<file path="config.mk">
export PLATFORM = sky130hd
export DESIGN_NAME = cdc_2phase_src_buf
export DESIGN_NICKNAME = d
export VERILOG_FILES = /design/src/rtl/cdc_2phase_pkg.sv /design/src/rtl/cdc_toggle_sync.sv /design/src/rtl/cdc_2phase_src_buf.sv
export SDC_FILE = /design/constraint.sdc
export NUM_CORES = 1
export LEC_CHECK = 0
export BUFFER_PORTS_ARGS = -buffer_cell sky130_fd_sc_hd__buf_2
export CORE_UTILIZATION = 47
export DETAILED_ROUTE_END_ITERATION = 8
export GPL_TIMING_DRIVEN = 0
export PLACE_DENSITY = 0.71
export SETUP_SLACK_MARGIN = 0.3
export SYNTH_ARGS = -nofsm -noshare
export SYNTH_HDL_FRONTEND = slang
export SYNTH_SLANG_ARGS = --single-unit
</file>
<file path="constraint.sdc">
create_clock -name clk_i -period 2.1 [get_ports clk_i]
set_input_delay 0.105 -clock clk_i [delete_from_list [all_inputs] [get_ports clk_i]]
set_output_delay 0.105 -clock clk_i [all_outputs]
set_load 0.02 [all_outputs]
</file>
<file path="src/rtl/cdc_2phase_pkg.sv">
// cdc_2phase_pkg: shared constants and helpers for the two-phase CDC halves
package cdc_2phase_pkg;
  localparam int unsigned MinSyncStages = 2;
  function automatic int unsigned usage_width(input int unsigned depth);
    return ($clog2(depth + 1) < 1) ? 1 : $clog2(depth + 1);
  endfunction
endpackage

</file>
<file path="src/rtl/cdc_toggle_sync.sv">
// cdc_toggle_sync: multi-flop synchronizer for a toggle signal crossing in
module cdc_toggle_sync #(
  parameter int unsigned SYNC_STAGES = 2
) (
  input  logic clk_i,
  input  logic rst_i,
  input  logic d_i,
  output logic q_o
);
  (* async_reg = "true", dont_touch = "true" *) logic [SYNC_STAGES-1:0] sync_q;
  always_ff @(posedge clk_i or posedge rst_i)
    if (rst_i) sync_q <= '0;
    else sync_q <= {sync_q[SYNC_STAGES-2:0], d_i};
  assign q_o = sync_q[SYNC_STAGES-1];
endmodule

</file>
<file path="src/rtl/cdc_2phase_src_buf.sv">
// cdc_2phase_src_buf: buffered source half of a two-phase toggle clock domain crossing
module cdc_2phase_src_buf
  import cdc_2phase_pkg::*;
#(
  parameter type         T           = logic,
  parameter int unsigned DEPTH       = 4,
  parameter int unsigned SYNC_STAGES = 2
) (
  input  logic                          clk_i,
  input  logic                          rst_i,
  input  logic                          clr_i,
  input  T                              data_i,
  input  logic                          valid_i,
  output logic                          ready_o,
  output logic                          async_req_o,
  input  logic                          async_ack_i,
  output T                              async_data_o,
  output logic [usage_width(DEPTH)-1:0] usage_o,
  output logic                          busy_o
);
  localparam int unsigned UW = usage_width(DEPTH);
  localparam int unsigned PW = (DEPTH > 1) ? $clog2(DEPTH) : 1;
  if (DEPTH < 1 || SYNC_STAGES < MinSyncStages) begin : g_param_err
    $error("cdc_2phase_src_buf: DEPTH must be >= 1 and SYNC_STAGES >= 2");
  end
  T mem [DEPTH];
  logic [PW-1:0] wr_ptr, rd_ptr;
  logic [UW-1:0] usage_q;
  (* dont_touch = "true" *) logic req_q;
  (* dont_touch = "true" *) T data_src_q;
  logic ack_s, in_flight, push, launch;
  cdc_toggle_sync #(.SYNC_STAGES(SYNC_STAGES)) u_ack_sync (
    .clk_i (clk_i),
    .rst_i (rst_i),
    .d_i   (async_ack_i),
    .q_o   (ack_s)
  );
  function automatic logic [PW-1:0] wrap_inc(input logic [PW-1:0] p);
    return (p == PW'(DEPTH - 1)) ? '0 : p + PW'(1);
  endfunction
  always_comb begin
    in_flight = req_q ^ ack_s;
    ready_o   = usage_q != UW'(DEPTH);
    push      = valid_i & ready_o & ~clr_i;
    launch    = ~in_flight & (usage_q != '0) & ~clr_i;
  end
  always_ff @(posedge clk_i)
    if (push) mem[wr_ptr] <= data_i;
  always_ff @(posedge clk_i or posedge rst_i)
    if (rst_i) begin
      wr_ptr  <= '0;
      rd_ptr  <= '0;
      usage_q <= '0;
    end else if (clr_i) begin
      wr_ptr  <= '0;
      rd_ptr  <= '0;
      usage_q <= '0;
    end else begin
      wr_ptr  <= push ? wrap_inc(wr_ptr) : wr_ptr;
      rd_ptr  <= launch ? wrap_inc(rd_ptr) : rd_ptr;
      usage_q <= usage_q + UW'(push) - UW'(launch);
    end
  // launch state is untouched by clr so the toggle pair stays in lockstep
  always_ff @(posedge clk_i or posedge rst_i)
    if (rst_i) begin
      req_q      <= 1'b0;
      data_src_q <= '0;
    end else if (launch) begin
      req_q      <= ~req_q;
      data_src_q <= mem[rd_ptr];
    end
  assign async_req_o  = req_q;
  assign async_data_o = data_src_q;
  assign usage_o      = usage_q;
  assign busy_o       = in_flight;
  a_data_stable: assert property (@(posedge clk_i) disable iff (rst_i) busy_o |=> $stable(async_data_o));
  a_push_ready:  assert property (@(posedge clk_i) disable iff (rst_i) push |-> ready_o);
  a_usage_max:   assert property (@(posedge clk_i) disable iff (rst_i) usage_o <= UW'(DEPTH));
endmodule

</file>
==> results.py, run 1 <==
metrics = {
    "layout": {
        "drive_above_1_share": 0.471,
        "nets": 102,
        "stdcell_count": 103,
        "area_growth_pct": 37.5,
        "register_area_um2": 402,
        "n_fill_cell": 103,
        "design_area_um2": 1040,
        "antenna_cells": 0,
        "multi_input_area_um2": 405,
    },
    "drt": {
        "drc": 0,
        "first_pass_iters": 4,
        "num_vias": 512,
        "drtIter0Drc": 5,
        "vias_per_cell": 4.97,
        "ant_nets": 0,
        "wl_per_cell_um": 12.4,
        "routed_wl_um": 1280,
    },
    "setup_path": {
        "required_ns": 2.25,
        "worstSetupEndpointType": "register",
        "worstPathArrival_ns": 2.12,
        "path_class": "reg2reg",
        "critPathLaunchType": "register",
        "critPathMaxFanout": 4,
    },
    "yosys": {
        "synth_edf_count": 4,
        "synth.avg_cell_area_um2": 12.4,
        "synthTopCellsByArea": "dfrtp_1 (36%), edfxtp_1 (16%), ha_1 (12%)",
        "ys.flop_type": "dfrtp_1",
        "syn-cell-area_um2": 758,
        "syn_inst": 61,
        "yosysSeqAreaShare": 0.521,
        "yosysTopAreaCellShare": 0.363,
        "syn_nets": 75,
        "ys_seq_elements": 15,
        "async_flop_share": 0.733,
        "ys_warn_count": 0,
        "synth_area_leader_cell": "dfrtp_1",
        "synth.distinct_cells": 22,
    },
    "power": {
        "pwr-share-seq": 0.363,
        "p_clk_frac": 0.125,
        "p_int_w": 0.000787,
        "combPwrFrac": 0.513,
        "power_switching_w": 0.000498,
        "powerDensity_nw_per_um2": 1230,
        "p_sw_frac": 0.387,
        "p_leak_nw": 0.465,
        "irDropWorstVdd_v": 0.000828,
    },
    "grt": {
        "grt_use_total": 0.154,
        "antenna_found_initial": 0,
        "grt_pass1_vias": 467,
        "grt_start_max_net_pins": 12,
        "grt_pass1_wl_um": 2010,
        "overflow": 0,
        "top_usage_layer": "met2",
        "grtUsageMet3": 0.0517,
        "met2_usage": 0.234,
        "gr-usage-met1": 0.198,
    },
    "timing": {
        "hold_viol": 0,
        "finalCritPeriodShare": 0.938,
        "fin_ws_ns": 0.131,
        "tightest_slew_ns": 0.569,
        "fin_skew_ns": 0.00539,
        "hold_slack_ns": 0.0394,
        "maxSlewHeadroom": 0.621,
        "clock.fmax_ghz": 0.508,
        "rsz0062_at_grt": "true",
        "post-route-min-period_ns": 1.97,
        "finalSetupViolations": 0,
        "totalNegativeSetupSlack_ns": 0,
        "drv_slew": 0,
    },
    "place": {
        "dp.cells": 88,
        "place_congestion": 0.730,
        "dp_hpwl_um": 824,
        "placed_area_um2": 872,
        "portBuffers": 11,
        "place_ws_ns": -0.0233,
    },
    "floorplan": {
        "start_util": 0.503,
        "core_region_area_um2": 1510,
        "rows": 14,
        "dieArea_um2": 1780,
        "ios": 13,
        "die_w_um": 42.2,
        "die_y_um": 42.2,
    },
    "clock_tree": {
        "root_buffer": "clkbuf_4",
        "cts_buffers": 3,
        "cts_tree": "built",
        "cts_sinks": 15,
        "htreeDepth": 1,
        "max-clock-path-buffers": 2,
        "clk_pin_slew_ns": 0.09,
        "clock_latency_ns": 0.28,
    },
    "status": {
        "status": "completed",
    },
    "worst_hold_path": {
        "hold_class": "in2reg",
    },
    "job": {
        "max_cap_viol_count": 0,
    },
}
[power groups by stage]
stage / Sequential, W / Combinational [W] / Clock (W)
2_1_floorplan: 0.000521 / 0.000298 / 0
4_1_cts: 0.000468 / 0.000550 / 0.000163
3_5_place_dp: 0.000475 / 0.000462 / 0
6_report: 0.000466 / 0.000659 / 0.000160
5_1_grt: 0.000478 / 0.000717 / 0.000179
3_3_place_gp: 0.000471 / 0.000451 / 0
[flip-flops by register name (all words and copies together) (netlist names)]
| register | flops |
|---|---|
| async_data_o | 1 |
| async_req_o | 1 |
| mem | 4 |
| rd_ptr | 2 |
| u_ack_sync.sync_q | 2 |
| usage_o | 3 |
| wr_ptr | 2 |
[logic make-up after synthesis]
group                    Yosys count  share of synthesized area
flip-flops                        15                      0.521
XOR/XNOR                           4                     0.0561
AND/OR/NAND/NOR                   15                      0.139
multiplexers                       2                     0.0446
adder cells (fa/ha/maj)            8                      0.142
AO/OA/AOI/OAI                      8                     0.0528
buffers and inverters              9                     0.0446
[cell usage in the layout (no fill, tap or decap), types with 2 or more instances in the layout]
cell type,n
ha_4,2
dfrtp_2,5
buf_4,8
clkbuf_4,3
nor2_1,2
or4_1,2
nor3_4,3
o21ai_0,4
and2_1,4
buf_2,11
inv_1,5
a21oi_1,4
ha_1,5
dfrtp_1,6
xor2_1,2
edfxtp_1,4
inv_2,3
dlygate4sd3_1,2
clkbuf_1,2
[critical path, cell delays in order, from the launching register on]
cell and delay, ns:
dfrtp_2 0.47, nor3b_4 0.27, nor3_4 0.06, inv_2 0.10, ha_4 0.20, inv_2 0.06
ha_4 0.12, inv_2 0.03, fa_2 0.50, nor2_1 0.04
[what timing repair did]
item                       4_1_cts  5_1_grt
pin swaps                        6        4
gates resized for setup          2        9
setup buffers                    6        3
hold buffers                     2        0
cloned                           0        0
setup endpoints to repair        2        2
hold endpoints to repair        12        0
[synth_stat cells, types with 2 or more instances]
library cell  instances
xor2_1                2
and2_1                4
dfrtp_1              11
nor3_2                2
inv_1                 8
a21oi_1               4
ha_1                  7
edfxtp_1              4
nor2_1                2
or4_1                 2
o21ai_0               4
[per-layer routing]
metal / part of all wire / vias up
met3: 0.037 / 2
met4: 0.0055 / 0
met1: 0.45 / 242
li1: - / 258
met2: 0.51 / 10
met5: 0 / -
[final cells by class]
type	count	share of cell area
Buffer	1	0.00360
Timing Repair Buffer	22	0.149
Tap cell	16	0.0192
Sequential cell	15	0.385
Multi-Input combinational cell	37	0.389
Clock buffer	4	0.0252
Inverter	8	0.0288
[stage by stage]
stage	util	total power [W]
floorplan	-	0.000819
detailed placement	0.579	0.000937
finish	0.692	0.00129
global route	0.692	0.00137
CTS	0.654	0.00118
global placement	0.579	0.000923
[path summary, 6_finish.rpt]
kind                       depth (start not counted)                   end                  from  slack, ns
max                                                9            usage_o[1]            usage_o[0]       0.13
min                                                1                mem[2]                data_i       0.04
max reg2reg                                        9            usage_o[1]            usage_o[0]       0.13
min reg2reg                                        0  u_ack_sync.sync_q[1]  u_ack_sync.sync_q[0]       0.36
max in group asynchronous                          3  u_ack_sync.sync_q[1]                 rst_i       1.42
min in group asynchronous                          3  u_ack_sync.sync_q[0]                 rst_i       0.36
Note: power is estimated with default switching activity, not from simulation.
==> run 2: changes to the inputs <==
ABC_AREA = 1   (was default)
CORE_UTILIZATION = 48   (was 47)
PLACE_DENSITY = 0.73   (was 0.71)
==> run 2 against run 1 <==
Combinational power grew 7.1%. Critical path depth grew 1. Clock power grew 3%. Core utilization grew 1.3 points.
==> results.py, run 2 <==
metrics = {
    "setup_path": {
        "critPathMaxFanout": 3,
        "worstSetupEndpointType": "register",
        "ff2ff_setup_slack_ns": 0.19,
        "path_class": "reg2reg",
        "critPathLaunchType": "register",
        "required_ns": 2.32,
        "worstPathArrival_ns": 2.12,
    },
    "timing": {
        "finalSetupViolations": 0,
        "totalNegativeSetupSlack_ns": 0,
        "maxSlewHeadroom": 0.705,
        "tightest_slew_ns": 0.442,
        "fin_ws_ns": 0.192,
        "post-route-min-period_ns": 1.91,
        "fin_skew_ns": 0.00108,
        "clock.fmax_ghz": 0.524,
        "finalCritPeriodShare": 0.908,
        "hold_viol": 0,
        "drv_slew": 0,
        "rsz0062_at_grt": "true",
    },
    "layout": {
        "area_growth_pct": 33.7,
        "regMostFlops": "mem",
        "final_cell_mix": "nand2_1 (22), inv_1 (16), buf_2 (12), buf_4 (11), nor2_1 (8)",
        "antenna_cells": 0,
        "drive_above_1_share": 0.397,
        "reg_top3": "mem x4, usage_o x3",
        "final_common_cell": "nand2_1",
        "largest_reg_flops": 4,
        "nets": 136,
    },
    "clock_tree": {
        "clock_latency_ns": 0.28,
        "cts_sinks": 15,
        "cts_tree": "built",
        "cts_buffers": 3,
        "root_buffer": "clkbuf_4",
        "max-clock-path-buffers": 2,
        "htreeDepth": 1,
        "clk_pin_slew_ns": 0.09,
    },
    "yosys": {
        "async_flop_share": 0.733,
        "yosysSeqAreaShare": 0.486,
        "ys_seq_elements": 15,
        "synth.avg_cell_area_um2": 8.84,
        "syn-cell-area_um2": 813,
        "syn_nets": 106,
        "ys_warn_count": 0,
        "synthTopCellsByArea": "dfrtp_1 (34%), edfxtp_1 (15%), ha_1 (11%)",
        "synth_area_leader_cell": "dfrtp_1",
        "syn_inst": 92,
        "ys.flop_type": "dfrtp_1",
        "synth.distinct_cells": 18,
        "synth.most_common_cell": "nand2_1",
        "synth_common_cells": "nand2_1 (23), inv_1 (20), dfrtp_1 (11), nor2_1 (9), ha_1 (7)",
        "synth_edf_count": 4,
        "yosysTopAreaCellShare": 0.338,
    },
    "floorplan": {
        "core_region_area_um2": 1540,
        "ios": 13,
        "die_w_um": 43.2,
        "dieArea_um2": 1860,
        "start_util": 0.528,
        "rows": 14,
        "die_y_um": 43.2,
    },
    "drt": {
        "num_vias": 664,
        "ant_nets": 0,
        "wl_per_cell_um": 12.1,
        "routed_wl_um": 1650,
        "drc": 0,
        "first_pass_iters": 4,
        "drtIter0Drc": 17,
        "vias_per_cell": 4.85,
    },
    "grt": {
        "grt_pass1_wl_um": 2570,
        "grt_start_max_net_pins": 12,
        "overflow": 0,
        "grt_pass1_vias": 604,
        "grt_use_total": 0.186,
        "antenna_found_initial": 0,
    },
    "job": {
        "max_cap_viol_count": 0,
    },
    "status": {
        "status": "completed",
    },
    "power": {
        "p_total_w": 0.00132,
        "powerDensity_nw_per_um2": 1210,
        "irDropWorstVdd_v": 0.000841,
        "p_leak_nw": 0.579,
    },
    "worst_hold_path": {
        "hold_class": "in2reg",
    },
    "place": {
        "place_congestion": 0.750,
        "place_ws_ns": 0.0692,
        "dp_hpwl_um": 952,
        "portBuffers": 12,
    },
}
## run 2: changes by cell type after synthesis, moves of 4 or more
cell	before	now
inv_1	8	20
nand2_1	0	23
nor2_1	2	9
o21ai_0	4	0
a21oi_1	4	0
and2_1	4	0
## run 2: cell families after synthesis
group / after synthesis / synth area share
buf+inv: 21 / 0.0969
fa+ha+maj: 8 / 0.132
xor+xnor: 1 / 0.0108
simple gates: 45 / 0.257
flops: 15 / 0.486
compound gates: 2 / 0.0169
## run 2: per-layer routing
metal / GRT usage / vias up / routed length (um)
li1: - / 334 / -
met1: 0.230 / 314 / 659
met2: 0.313 / 12 / 933
met3: 0.0255 / 4 / 37
met4: 0.0909 / 0 / 23
met5: 0 / - / 0
## run 2: what timing repair did
item / in CTS / in global routing
gates resized for setup: 10 / 4
hold buffers: 2 / 0
endpoints found under the hold margin: 12 / 0
pin swaps: 8 / 6
setup buffers: 6 / 5
endpoints found under the setup margin: 2 / 2
## run 2: critical path: stages, from the launching register on
cell	delay, ns
dfrtp_2	0.45
nor2_4	0.19
nand2_4	0.08
nand2_4	0.07
nor2_4	0.04
ha_4	0.27
inv_4	0.03
ha_4	0.14
inv_2	0.05
fa_2	0.41
nor2_1	0.11
## run 2: path summary, 6_finish.rpt
kind	endpoint	startpoint	cells past startpoint
min reg2reg	u_ack_sync.sync_q[1]	u_ack_sync.sync_q[0]	0
min	mem[3]	data_i	1
max in group asynchronous	usage_o[2]	rst_i	3
max reg2reg	usage_o[1]	usage_o[0]	10
max	usage_o[1]	usage_o[0]	10
min in group asynchronous	u_ack_sync.sync_q[1]	rst_i	3
## run 2: layout make-up
class / count / area (um2)
Fill cell: 123 / 454
Sequential cell: 15 / 400
Multi-Input combinational cell: 56 / 397
Timing Repair Buffer: 25 / 163
Inverter: 21 / 81.3
Clock buffer: 4 / 26.3
Tap cell: 16 / 20.0
## run 2: power by group
part	switching (W)	internal (W)	total [W]
clock network	0.0000908	0.0000738	0.000165
logic	0.000386	0.000320	0.000706
registers	0.0000752	0.000373	0.000448
total	0.000552	0.000767	0.00132
## run 2: stage by stage
step                hold slack [ns]  instances  utilization  instance area (um2)
global route                 0.0285        137        0.705                 1090
CTS                          0.0339        132        0.675                 1040
floorplan                   -0.0428         92            -                  828
global placement              0.112        120        0.589                  908
detailed placement            0.129        120        0.589                  908
finish                       0.0392        137        0.705                 1090
